File: config.mk
export PLATFORM = sky130hd
export DESIGN_NAME = shift_engine
export DESIGN_NICKNAME = d
export VERILOG_FILES = /design/src/rtl/shift_engine.sv
export SDC_FILE = /design/constraint.sdc
export NUM_CORES = 1
export LEC_CHECK = 0
export CAP_MARGIN = 10
export CORE_MARGIN = 2
export CORE_UTILIZATION = 42
export DETAILED_ROUTE_END_ITERATION = 10
export PLACE_DENSITY = 0.76
export SYNTH_ARGS = -nofsm -noshare
export SYNTH_HDL_FRONTEND = slang
export SYNTH_SLANG_ARGS = --single-unit
File: constraint.sdc
create_clock -name clk -period 1.4 [get_ports clk]
set_clock_uncertainty 0.15 [all_clocks]
set_input_delay 0.35 -clock clk [delete_from_list [all_inputs] [get_ports clk]]
set_output_delay 0.35 -clock clk [all_outputs]
set_load 0.02 [all_outputs]
File: src/rtl/shift_engine.sv
// Iterative 32-bit shifter: one 1-bit step per clock for SLL, SRL, SRA and ROR.
// Operands are captured only on an accepted start in IDLE; result is the work register.
module shift_engine (
    input  logic        clk,
    input  logic        reset,
    input  logic        start,
    input  logic [1:0]  op,
    input  logic [4:0]  shamt,
    input  logic [31:0] data_in,
    output logic [31:0] result,
    output logic        busy,
    output logic        done
);

    typedef enum logic [1:0] {StIdle, StShift, StDone} state_e;

    localparam logic [1:0] OpSll = 2'b00;
    localparam logic [1:0] OpSrl = 2'b01;
    localparam logic [1:0] OpSra = 2'b10;
    localparam logic [1:0] OpRor = 2'b11;

    state_e      state_q, state_d;
    logic [31:0] work_q, work_d;
    logic [4:0]  cnt_q, cnt_d;
    logic [1:0]  op_q, op_d;
    logic [31:0] step;

    always_ff @(posedge clk or negedge reset) begin
        if (!reset) begin
            state_q <= StIdle;
            work_q  <= 32'h0000_0000;
            cnt_q   <= 5'd0;
            op_q    <= OpSll;
        end else begin
            state_q <= state_d;
            work_q  <= work_d;
            cnt_q   <= cnt_d;
            op_q    <= op_d;
        end
    end

    // Single-bit step of the latched operation.
    always_comb begin
        step = work_q;
        unique case (op_q)
            OpSll: step = {work_q[30:0], 1'b0};
            OpSrl: step = {1'b0, work_q[31:1]};
            OpSra: step = {work_q[31], work_q[31:1]};
            OpRor: step = {work_q[0], work_q[31:1]};
            default: step = work_q;
        endcase
    end

    always_comb begin
        state_d = state_q;
        work_d  = work_q;
        cnt_d   = cnt_q;
        op_d    = op_q;
        unique case (state_q)
            StIdle: begin
                if (start) begin
                    work_d  = data_in;
                    op_d    = op;
                    cnt_d   = shamt;
                    state_d = (shamt != 5'd0) ? StShift : StDone;
                end
            end
            StShift: begin
                work_d = step;
                cnt_d  = cnt_q - 5'd1;
                if (cnt_q == 5'd1) begin
                    state_d = StDone;
                end
            end
            StDone: begin
                state_d = StIdle;
            end
            default: begin
                state_d = StIdle;
            end
        endcase
    end

    always_comb begin
        result = work_q;
        busy   = (state_q != StIdle);
        done   = (state_q == StDone);
    end

endmodule
Yosys cells after proc, flatten, opt, wreduce, memory -nomap -nowiden
Cells that the tools add are included.

Register bits after elaboration: 41. Bits of input ports: 42. Output and inout port bits: 34. Word-level logic and storage cells: 33.

Add/sub/neg operators: 1. Eq/ne operators: 9. Multiplexer cells: 9. Reduce and logical (&&, ||, !) cells: 9.

Operators by type and width (count): 32-bit one-hot mux with 4 select lines (1); 32-bit one-hot mux with 2 select lines (1); 32-bit two-way mux (1); 5-bit one-hot mux with 2 select lines (1); 2-bit == test (second input constant) (3); 2-bit two-way mux (3); 2-bit inequality test (second input constant) (3); 2-bit AND reduction (3); 5-bit by 1-bit == test with 1-bit output (second input constant) (1); 5-bit two-way mux (1); 5-bit nonzero test (1); 5-bit by 1-bit subtractor with 5-bit output (second input constant) (1); 2-bit by 1-bit == test with 1-bit output (second input constant) (2); 2-bit logical NOT (2); 2-bit one-hot mux with 2 select lines (1); 2-bit nonzero test (2); 3-bit AND reduction (1).

Depth between registers and ports, before layout
Depth after elaboration: 4. Gate-level depth with buffers: 5. Gate-level depth less buffers: 5.

Least setup slack after synthesis
No wires, ideal clock.

Path kind: register to output. Start: register state_q[1]. End: output port done. Arrival: 0.976 ns. Required time: 0.900 ns. Setup slack: -0.076 ns. Stages on the path, launching flop included: 4. Path buffers: 1. Cell sequence: dfrtp_1 -> buf_2 -> inv_1 -> nor2_1.

Cells in the longest elaborated chain, start to end: 1.

RTL lines: start, declared (line 22) `state_e state_q, state_d;`; start signal, assigned (line 30) `state_q <= StIdle;`; start signal, assigned (line 35) `state_q <= state_d;`; 2-bit == test (line 87) `done = (state_q == StDone);`; end, declared (line 12) `output logic done`.

No other way between the ends.

Worst setup path in the final report
Start: register state_q[1]. End: register work_q[27] (netlist: result[27]).

Cells in the longest elaborated chain, start to end: 3. Elaborated cells on any way between the ends: 6. Classes of those cells: eq/ne (2); mux (1); reduce/logical (3).

RTL lines: 2-bit by 1-bit == test with 1-bit output or 2-bit logical NOT (tied branches) (line 59) `unique case (state_q)`; 2-bit nonzero test (no source line) or 2-bit inequality test (tied branches); 2-bit AND reduction (no source line); end signal, assigned (line 36) `work_q <= work_d;`; end, declared (line 23) `logic [31:0] work_q, work_d;`.

Parallel ways exist; a longest one is shown, timed or not. A chain may end at the register's enable or synchronous reset.

==> summary.md <==
| Metric | Value |
|---|---|
| Die height | 80.5 µm |
| IO Pins | 76 |
| Number of vias after detailed routing | 2,975 |
| Min Clock Period, post-route | 1610 ps |
| Highest achievable clock rate | 619 MHz |
| Period Utilization, post-route | 1.15 |
| Most numerous cell types in the synthesized netlist | dfrtp_1 (41), o21ai_1 (40), nand2_1 (34), a211oi_1 (31), o21a_1 (30) |
| Cell count after synthesis | 283 |
| Number of warnings issued by yosys | 0 |
| Kind of end point of the critical path | flip-flop |
| Clock sinks | 41 |
| Combined area of the multi-input logic cells | 0.00166 mm² |
| Die extent in x | 80.5 µm |
| Power Dens Cells | 2670 mW/mm² |
| Most area-consuming cells after synthesis | dfrtp_1 (42%), a211oi_1 (9.5%), o21a_1 (9.2%), o21ai_1 (8.2%), buf_2 (5.3%) |
| Drc violations | 0 |
| Maximum buffer depth of the clock tree | 2 |
| Placer's final routability congestion estimate | 0.880 |
| Total power consumption of the routed design | 11,400 µW |
| Switching power | 5260 µW |
| Placeable core region | 0.00557 mm² |
| Number of input and output port buffers inserted | 75 |
| H-tree depth | 2 |
| Filler cell count in the final layout | 360 |
| 1st-iter DRT viols | 241 |
| Area of the die | 0.00647 mm² |
| Register area share after synthesis | 0.418 |
| Global-route congestion overflow total | 0 |
| Share of power burned in registers | 0.206 |
| Launch point of the worst path | state_q[1] |
| Net Sw Frac | 0.462 |
| Max Cap Violations | 0 |
| Root cell of the clock tree | clkbuf_8 |
| Setup repair after global routing missed its margin | yes |
| Result of the run | finished with violations |
| Fraction of power consumed by combinational cells | 0.721 |
| Internal power component | 6120 µW |
| Transition at the pin with the smallest max-transition slack | 406 ps |
| Initial antenna violation count | 0 |
| Ys async rst share | 1.00 |
| Maximum fanout encountered on the critical timing path | 6 |
| Via count of the first global-routing pass | 2,737 |
| Most common cell in the netlist | dfrtp_1 |
| R2R Path End | result[27] |
| Number of cells on the worst reg-to-reg path | 5 |
| Synth Flop Type | dfrtp_1 |
| Clk network pwr share | 0.073 |
| Maximum number of pins on one net before global-route repair | 42 |
| Synthesis-to-finish area growth | 73.8% |
| EDFF count, synth | 0 |
| Static Leakage | 0.00180 µW |
| TritonCTS Buffers | 5 |
| Post-synth top area cell | dfrtp_1 |
| Number of nets produced by synthesis | 327 |
| Startpoint-to-endpoint class of the critical path | reg -> reg |
| Worst relative slew slack | 0.730 |
| Number of rows in the core area | 27 |
| Register bit count reported by yosys | 41 |
| Wire length per cell after detailed routing | 19.4 µm |
| Crit path setup slack, layout | -215 ps |
| Worst Path Required | 1470 ps |
| Critical path endpoint | result[27] |
| Layout net count | 467 |
| Half-perimeter wire length after placement | 5.25 mm |
| TritonCTS clock tree | done |
| Final Hold Viols | 0 |
| Vias per Instance | 6.01 |
| Final count of pins violating max slew | 0 |
| Starting density of the core | 0.440 |
| First-pass GRT wire length | 13.8 mm |
| Source-to-sink clock delay at the later pin of the worst-skew pair | 300 ps |
| Count of non-filler cells in the finished layout | 495 |
| Beginning of the worst register-to-register path | state_q[1] |
| Post-placement cell count | 466 |
| Clock transition at path regs | 80 ps |
| Type of the most critical hold path | in -> async |
| Post-Route WL | 9.62 mm |
| Tot GR Track Use | 0.278 |
| Register-to-register setup slack | -210 ps |
| Maximum resistive drop on vdd | 1.44 mV |
| Register area | 0.00103 mm² |
| Remaining antenna violation count after routing | 0 |
| Failing checks | negative setup slack |
| Area share of the largest cell type after synthesis | 0.418 |
| CP Data Arrival Time | 1690 ps |
| Diode count | 0 |
| Mean cell area of the mapped netlist | 8.67 µm² |
| Worst Setup Start Kind | flip-flop |
| Number of iterations in the first detailed-routing pass | 5 |
| Setup Viol. Count Final | 42 |
| Post-synthesis cell type count | 34 |
| Share of cells above drive strength 1 | 0.485 |
| Synthesized cell area | 0.00245 mm² |
worst min path at each step:
stage               start         end  slack (ps)  depth (start not counted)
detailed placement  reset  result[15]         190                          2
finish              reset  result[16]         390                          3
global placement    reset  result[14]         190                          2
global route        reset   result[9]         430                          3
floorplan           reset    cnt_q[0]        -100                          0
CTS                 reset   result[9]         420                          3
flip-flops by register name, summed over array words and instances (netlist names):
signal,flops
cnt_q,5
op_q,2
result,32
state_q,2
area by class of cell:
type | count | share of cell area
multi-input cells | 211 | 0.389
repair buffers | 159 | 0.324
flip-flops and latches | 41 | 0.241
well taps | 72 | 0.0211
clock buffers | 7 | 0.0202
inverters | 5 | 0.00440
power by group through the flow:
| stage | sequential, µW | clock (µW) | combinational [µW] |
|---|---|---|---|
| after floorplan | 2930 | 0 | 2890 |
| after global placement | 2250 | 0 | 6360 |
| after detailed placement | 2260 | 0 | 6540 |
| after CTS | 2270 | 815 | 7270 |
| after global routing | 2400 | 877 | 8710 |
| final | 2340 | 831 | 8210 |
logic make-up after synthesis:
logic type,Yosys count,share of synthesized area
DFF,41,0.418
buffers and inverters,31,0.0607
adders and majority gates,2,0.0102
AOI/OAI and AO/OA,145,0.380
and+or+nand+nor,60,0.114
muxes,4,0.0173
through the flow:
step                instance area [µm²]  hold slack (ps)  setup TNS (ps)  setup slack, ps  utilization
floorplan                          2460            -95.6               0             3.37            -
global placement                   3670              192          -12900             -374        0.659
detailed placement                 3670              190          -14580             -448        0.659
CTS                                4030              419           -3080             -128        0.723
global route                       4270              432           -6520             -241        0.765
finish                             4270              392           -4860             -215        0.765
worst max-delay path: stages (launching register included):
cell,delay (ps)
dfrtp_2,460
buf_6,150
o21ba_4,350
clkbuf_16,190
o21ai_1,80
o21ai_1,150
per-layer routing:
layer / global-route usage / wire length, µm / up-vias
li1: - / - / 1322
met1: 0.363 / 3850 / 1429
met2: 0.467 / 4720 / 184
met3: 0.0506 / 701 / 40
met4: 0.0864 / 344 / 0
met5: 0 / 0 / -
layout by cell type, fill, tap and decap left out, drive strengths merged:
| cell | instances |
|---|---|
| dfrtp | 41 |
| o21ba | 1 |
| buf | 117 |
| o22a | 1 |
| dlygate4sd3 | 1 |
| nor3 | 2 |
| and3 | 1 |
| inv | 5 |
| mux2i | 2 |
| o21a | 30 |
| a22oi | 1 |
| o22ai | 2 |
| o31a | 1 |
| o41ai | 1 |
| mux2 | 2 |
| o21ai | 66 |
| clkbuf | 8 |
| a211oi | 31 |
| clkdlybuf4s50 | 39 |
| a221oi | 1 |
| a21boi | 1 |
| nand2b | 3 |
| nor2b | 4 |
| ha | 2 |
| nand2 | 34 |
| o21bai | 1 |
| dlygate4sd2 | 1 |
| and3b | 4 |
| a21oi | 4 |
| nor4b | 1 |
| nand3 | 1 |
| o221a | 1 |
| o211ai | 2 |
| a21bo | 1 |
| nor3b | 1 |
| nor2 | 9 |
what timing repair did:
action                                  CTS  global route
hold buffers                              1             0
endpoints found under the setup margin   74            43
cloned                                    3             1
resized for setup                       234            41
endpoints found under the hold margin    41             0
buffers inserted                         10             8
pin swaps                                16            21
(Power assumes the default switching activity.)
